$ cat config.mk
export PLATFORM = sky130hd
export DESIGN_NAME = store_merge_unit
export DESIGN_NICKNAME = d
export VERILOG_FILES = /design/src/rtl/store_merge_unit.sv
export SDC_FILE = /design/constraint.sdc
export NUM_CORES = 1
export LEC_CHECK = 0
export CORE_ASPECT_RATIO = 0.75
export CORE_MARGIN = 2
export CORE_UTILIZATION = 40
export CTS_BUF_LIST = sky130_fd_sc_hd__clkbuf_4 sky130_fd_sc_hd__clkbuf_8
export CTS_CLUSTER_SIZE = 12
export DETAILED_ROUTE_END_ITERATION = 10
export PLACE_DENSITY = 0.86
export SETUP_SLACK_MARGIN = 0.1
export SLEW_MARGIN = 10
export SYNTH_ARGS = -nofsm -noshare
export SYNTH_HDL_FRONTEND = slang
export SYNTH_SLANG_ARGS = --single-unit
$ cat constraint.sdc
create_clock -name clk -period 3.7 [get_ports clk]
set_clock_uncertainty 0.2 [all_clocks]
set_input_delay 0.74 -clock clk [delete_from_list [all_inputs] [get_ports clk]]
set_output_delay 0.74 -clock clk [all_outputs]
set_load 0.05 [all_outputs]
$ cat src/rtl/store_merge_unit.sv
// ---------------------------------------------------------------------------
// store_merge_unit
//
// Store-side companion of the load path. Takes one store request (byte
// address, register data, access size) and commits it to a data memory that
// only supports full-word writes. Word stores are written directly. Byte and
// halfword stores do a read-modify-write: read the containing word, merge the
// new lane into it, then write the merged word back.
//
// Parameters
//   TIMEOUT   cycles allowed in READ or WRITE without a memory handshake
//             before the request is aborted (0 disables the timeout)
//   TO_WIDTH  width of the timeout counter (TIMEOUT < 2**TO_WIDTH)
//
// Ports
//   clk, reset       clock; asynchronous active-high reset
//   StoreReq         request strobe, only looked at while idle
//   StoreAddr        byte address of the store
//   StoreData        register data (byte: [7:0], half: [15:0], word: all)
//   StoreSelector    00 byte, 01 halfword, 10 word, 11 invalid
//   StoreBusy        high whenever the unit is not idle
//   StoreDone        one-cycle pulse, store committed to memory
//   StoreError       one-cycle pulse, request aborted without a write
//   StoreErrCode     00 none, 01 misaligned, 10 invalid size, 11 timeout;
//                    held until the next accepted request
//   MemAddr          word-aligned address, 0 while idle
//   MemRead          read request, held until MemRValid
//   MemRData         read data, qualified by MemRValid
//   MemRValid        read data valid
//   MemWrite         write request, held until MemWReady
//   MemWData         merged word to write, 0 outside WRITE
//   MemWReady        write accepted this cycle
// ---------------------------------------------------------------------------
module store_merge_unit #(
    parameter int TIMEOUT  = 16,
    parameter int TO_WIDTH = 8
) (
    input  logic        clk,
    input  logic        reset,

    input  logic        StoreReq,
    input  logic [31:0] StoreAddr,
    input  logic [31:0] StoreData,
    input  logic [1:0]  StoreSelector,
    output logic        StoreBusy,
    output logic        StoreDone,
    output logic        StoreError,
    output logic [1:0]  StoreErrCode,

    output logic [31:0] MemAddr,
    output logic        MemRead,
    input  logic [31:0] MemRData,
    input  logic        MemRValid,
    output logic        MemWrite,
    output logic [31:0] MemWData,
    input  logic        MemWReady
);

    typedef enum logic [2:0] {
        S_IDLE,
        S_READ,
        S_WRITE,
        S_DONE,
        S_ERR
    } state_t;

    localparam logic [1:0] SEL_BYTE = 2'b00;
    localparam logic [1:0] SEL_HALF = 2'b01;
    localparam logic [1:0] SEL_WORD = 2'b10;
    localparam logic [1:0] SEL_BAD  = 2'b11;

    localparam logic [1:0] ERR_NONE     = 2'b00;
    localparam logic [1:0] ERR_MISALIGN = 2'b01;
    localparam logic [1:0] ERR_SIZE     = 2'b10;
    localparam logic [1:0] ERR_TIMEOUT  = 2'b11;

    // Last counter value before the limit; the counter starts at 0 on entry,
    // so reaching TO_LAST without a handshake means TIMEOUT cycles elapsed.
    localparam logic [TO_WIDTH-1:0] TO_LAST =
        TO_WIDTH'((TIMEOUT > 0) ? (TIMEOUT - 1) : 0);
    localparam logic                TO_ON   = (TIMEOUT > 0);

    state_t                state_q,  state_d;
    logic [31:0]           addr_q,   addr_d;
    logic [1:0]            sel_q,    sel_d;
    logic [31:0]           buf_q,    buf_d;
    logic [TO_WIDTH-1:0]   cnt_q,    cnt_d;
    logic [1:0]            code_q,   code_d;

    logic                  timeout_hit;
    logic                  misaligned;
    logic [31:0]           merged;

    assign timeout_hit = TO_ON && (cnt_q == TO_LAST);

    // Alignment check on the incoming request (bytes are always aligned).
    assign misaligned = ((StoreSelector == SEL_HALF) && StoreAddr[0]) ||
                        ((StoreSelector == SEL_WORD) && (StoreAddr[1:0] != 2'b00));

    // Merge the latched register lane into the word returned by memory.
    // Only byte and halfword requests ever reach READ, so anything that is
    // not a byte is treated as a halfword here.
    always_comb begin
        merged = MemRData;
        if (sel_q == SEL_BYTE) begin
            case (addr_q[1:0])
                2'd0:    merged[7:0]   = buf_q[7:0];
                2'd1:    merged[15:8]  = buf_q[7:0];
                2'd2:    merged[23:16] = buf_q[7:0];
                default: merged[31:24] = buf_q[7:0];
            endcase
        end else if (addr_q[1]) begin
            merged[31:16] = buf_q[15:0];
        end else begin
            merged[15:0]  = buf_q[15:0];
        end
    end

    // Next-state logic.
    always_comb begin
        // NOTE: every signal assigned in this block gets a default first so
        // no path leaves one unassigned and no latch is inferred.
        state_d = state_q;
        addr_d  = addr_q;
        sel_d   = sel_q;
        buf_d   = buf_q;
        cnt_d   = cnt_q;
        code_d  = code_q;

        case (state_q)
            S_IDLE: begin
                if (StoreReq) begin
                    addr_d = StoreAddr;
                    sel_d  = StoreSelector;
                    // Word stores write this directly; byte/half stores keep
                    // their lane here until the read data arrives.
                    buf_d  = StoreData;
                    cnt_d  = '0;
                    code_d = ERR_NONE;
                    if (StoreSelector == SEL_BAD) begin
                        state_d = S_ERR;
                        code_d  = ERR_SIZE;
                    end else if (misaligned) begin
                        state_d = S_ERR;
                        code_d  = ERR_MISALIGN;
                    end else if (StoreSelector == SEL_WORD) begin
                        state_d = S_WRITE;
                    end else begin
                        state_d = S_READ;
                    end
                end
            end

            S_READ: begin
                // A handshake in the same cycle the limit is reached wins.
                if (MemRValid) begin
                    buf_d   = merged;
                    cnt_d   = '0;
                    state_d = S_WRITE;
                end else if (timeout_hit) begin
                    cnt_d   = '0;
                    code_d  = ERR_TIMEOUT;
                    state_d = S_ERR;
                end else begin
                    cnt_d   = cnt_q + TO_WIDTH'(1);
                end
            end

            S_WRITE: begin
                if (MemWReady) begin
                    cnt_d   = '0;
                    state_d = S_DONE;
                end else if (timeout_hit) begin
                    cnt_d   = '0;
                    code_d  = ERR_TIMEOUT;
                    state_d = S_ERR;
                end else begin
                    cnt_d   = cnt_q + TO_WIDTH'(1);
                end
            end

            S_DONE:  state_d = S_IDLE;
            S_ERR:   state_d = S_IDLE;
            default: state_d = S_IDLE;
        endcase
    end

    // State and datapath registers.
    always_ff @(posedge clk or posedge reset) begin
        if (reset) begin
            state_q <= S_IDLE;
            addr_q  <= '0;
            sel_q   <= '0;
            buf_q   <= '0;
            cnt_q   <= '0;
            code_q  <= ERR_NONE;
        end else begin
            state_q <= state_d;
            addr_q  <= addr_d;
            sel_q   <= sel_d;
            buf_q   <= buf_d;
            cnt_q   <= cnt_d;
            code_q  <= code_d;
        end
    end

    // Outputs are decoded purely from registered state, so they drop the
    // moment reset is asserted.
    assign StoreBusy    = (state_q != S_IDLE);
    assign StoreDone    = (state_q == S_DONE);
    assign StoreError   = (state_q == S_ERR);
    assign StoreErrCode = code_q;
    assign MemRead      = (state_q == S_READ);
    assign MemWrite     = (state_q == S_WRITE);
    assign MemAddr      = (state_q == S_IDLE) ? 32'h0 : {addr_q[31:2], 2'b00};
    assign MemWData     = (state_q == S_WRITE) ? buf_q : 32'h0;

endmodule

==> results.sh <==
export IMPL_ys_seq_area_frac=0.448
export IMPL_r2r_end="buf_q[0]$_DFFE_PP0P_"
export IMPL_crit_slowest_cell="clkdlybuf4s50_1"
export IMPL_dr_total_vias=4047
export IMPL_crit_family="buffers and inverters"
export IMPL_grt_pass1_vias=4065
export IMPL_cts_tree="built"
export IMPL_numPortBuffers=171
export IMPL_min_period_over_period=0.931
export IMPL_grt_pass1_wl_um=20800
export IMPL_place_hpwl_um=9490
export IMPL_clockRootBuffer="clkbuf_8"
export IMPL_drive_gt1_frac=0.133
export IMPL_routedWlPerCell_um=17.5
export IMPL_critPathMaxFanout=29
export IMPL_relSlewSlack=0.375
export IMPL_regArea_um2=1980
export IMPL_synth_edff_count=0
export IMPL_end_kind="primary output"
export IMPL_worstMarginPinSlew_ns=0.933
export IMPL_cts_setup_buffers=0
export IMPL_clock_sinks=79
export IMPL_drc=0
export IMPL_fin_nets=707
export IMPL_ff2ff_setup_slack_ns=1.14
export IMPL_gr_total_overflow=0
export IMPL_drt_met1_wl_um=5750
export IMPL_wl_um=13100
export IMPL_hold_viol=0
export IMPL_pin_count=174
export IMPL_yosysMostFrequentCell="dfrtp_1"
export IMPL_dieArea_um2=11900
export IMPL_cp_cell_sequence="or3b_4 -> clkinv_1 -> clkdlybuf4s50_1"
export IMPL_worstPathArrival_ns=2.50
export IMPL_outcome="finished clean"
export IMPL_setup_slack_ns=0.256
export IMPL_dr_wl_met3_um=838
export IMPL_antennaDiodeCount=0
export IMPL_holdBufCountCts=0
export IMPL_ant_nets=0
export IMPL_fmax_mhz=290
export IMPL_path_depth=3
export IMPL_maxSlewViolCount=0
export IMPL_cts_max_level=3
export IMPL_start_util=0.408
export IMPL_dr_wl_met2_um=6320
export IMPL_nFillCells=916
export IMPL_clkSlewWorstSetupHoldPaths_ns=0.08
export IMPL_avgViaCountPerCell=5.41
export IMPL_syn_inst=448
export IMPL_tritoncts_num_buffers=9
export IMPL_yosysWarnings=0
export IMPL_gp_routability_congestion=0.836
export IMPL_rsz0062_at_grt="false"
export IMPL_synth_seq_cells=79
export IMPL_critPathLaunch="state_q[0]$_DFFE_PP0P_"
export IMPL_drt_iter0_markers=368
export IMPL_synth_main_ff_cell="dfrtp_1"
export IMPL_worstSetupEndpoint="MemRead"
export IMPL_synth_top_area_cell="dfrtp_1"
export IMPL_syn_avg_cell_area_um2=9.85
export IMPL_synth_common_cells="79 x dfrtp_1, 64 x and2_1, 37 x nor2_1, 35 x mux2_2, 33 x nand2_1"
export IMPL_maxCapViolCount=0
export IMPL_antenna_found_initial=0
export IMPL_start_kind="flop"
export IMPL_grt_max_degree=80
export IMPL_drt_first_pass_iters=5
export IMPL_rows=33
export IMPL_pwr_density_cell_nw_per_um2=912
export IMPL_synthDistinctLibCells=51
export IMPL_tns_ns=0
export IMPL_synthTopCellsByArea="dfrtp_1 45%, and2_1 9.1%, mux2_2 8.9%"
export IMPL_reg2regPathDepth=4
export IMPL_area_delta_synth_final_pct=45.1
export IMPL_final_setup_viol_count=0
export IMPL_fin_crit_ns=3.44
export IMPL_crit_type="reg -> out"
export IMPL_p_leak_uw=0.00289
export IMPL_utilization=0.592
export IMPL_pre_cts_slack_ns=0.379
export IMPL_route_top_layer_used="met4"
export IMPL_irDropWorstVdd_uv=717
export IMPL_max_stage_delay_ns=0.80
export IMPL_worstSkewPairLatency_ns=0.36
export IMPL_core_region_area_um2=10800
export IMPL_gr_usage_all_layers=0.221
export IMPL_syn_area_um2=4410
export IMPL_required_ns=2.76
export IMPL_hold_path_class="reg -> reg"
export IMPL_synthArstFlopShare=1.00
export IMPL_path_buf_inv=2
export IMPL_fp_dieW_um=125
export IMPL_r2r_start="state_q[1]$_DFFE_PP0P_"
export IMPL_die_y_um=95.0
export IMPL_multi_input_area_um2=2270
export IMPL_clk_path_buf_depth=2
export IMPL_yosys_area_top_type_share=0.448
logic make-up after synthesis:
| group | after synthesis | synth area share |
|---|---|---|
| XOR/XNOR | 1 | 0.00199 |
| AO/OA/AOI/OAI | 99 | 0.166 |
| multiplexers | 51 | 0.126 |
| AND/OR/NAND/NOR | 177 | 0.214 |
| buffers and inverters | 39 | 0.0403 |
| other | 1 | 0.000850 |
| adder cells (fa/ha/maj) | 1 | 0.00284 |
| flip-flops | 79 | 0.448 |
layout make-up:
| type | instances | area share |
|---|---|---|
| repair buffers | 177 | 0.276 |
| flip-flops and latches | 79 | 0.309 |
| clock inverters | 5 | 0.00626 |
| well taps | 140 | 0.0274 |
| multi-input cells | 331 | 0.355 |
| clock buffers | 11 | 0.0237 |
| inverters | 5 | 0.00313 |
per-stage QoR:
step / hold WS [ns] / cells / cell area [µm²] / power (µW)
2_1_floorplan: 0.246 / 449 / 4420 / 4110
5_1_grt: 0.315 / 748 / 6400 / 6180
3_5_place_dp: 0.274 / 732 / 6170 / 5210
4_1_cts: 0.285 / 748 / 6360 / 5850
6_report: 0.289 / 748 / 6400 / 5840
3_3_place_gp: 0.263 / 732 / 6170 / 5090
worst register-to-register path: cells and delay by family (launching register included):
kind | cells | cell delay [ns]
AOI/OAI and AO/OA | 2 | 0.88
DFF | 1 | 0.52
and+or+nand+nor | 2 | 0.88
layer usage:
metal	global-route usage	vias up
met2	0.370	163
met3	0.0510	17
met1	0.289	1967
met4	0.0639	0
li1	-	1900
met5	0	-
cell usage in the layout, fill, tap and decap left out, drive strengths merged, types with 4 or more instances in the layout:
master	n
o21a	9
clkbuf	11
inv	5
a31oi	21
and2	64
clkdlybuf4s50	139
a21oi	4
a21o	10
nor4b	9
nand3	12
o31ai	8
buf	23
nand2	34
o21ai	6
dfrtp	79
nor3	4
a211oi	9
mux2	35
dlymetal6s2s	15
a21boi	8
nor2	37
mux2i	16
o211ai	10
flip-flops by register name, indices dropped and copies added, names as in the netlist:
register,flops
buf_q,32
sel_q,2
StoreErrCode,2
addr_q,32
cnt_q,8
state_q,3
how the worst min path moves through the flow:
stage	startpoint	end	slack, ns	depth (start not counted)
6_report	cnt_q[7]$_DFFE_PP0P_	cnt_q[7]$_DFFE_PP0P_	0.29	1
4_1_cts	cnt_q[7]$_DFFE_PP0P_	cnt_q[7]$_DFFE_PP0P_	0.29	1
3_3_place_gp	cnt_q[7]$_DFFE_PP0P_	cnt_q[7]$_DFFE_PP0P_	0.26	1
2_1_floorplan	cnt_q[7]$_DFFE_PP0P_	cnt_q[7]$_DFFE_PP0P_	0.25	1
5_1_grt	cnt_q[7]$_DFFE_PP0P_	cnt_q[7]$_DFFE_PP0P_	0.31	1
3_5_place_dp	cnt_q[7]$_DFFE_PP0P_	cnt_q[7]$_DFFE_PP0P_	0.27	1
power by group:
part           switching [µW]  internal (µW)  leakage [µW]
registers                 393           1270      0.000954
logic                    2170           1380       0.00185
clock network             336            285     0.0000886
repair_timing:
action                     CTS  global route
setup endpoints to repair   31            45
hold endpoints to repair     0             0
gates resized for setup      1            16
(Power assumes the default switching activity.)
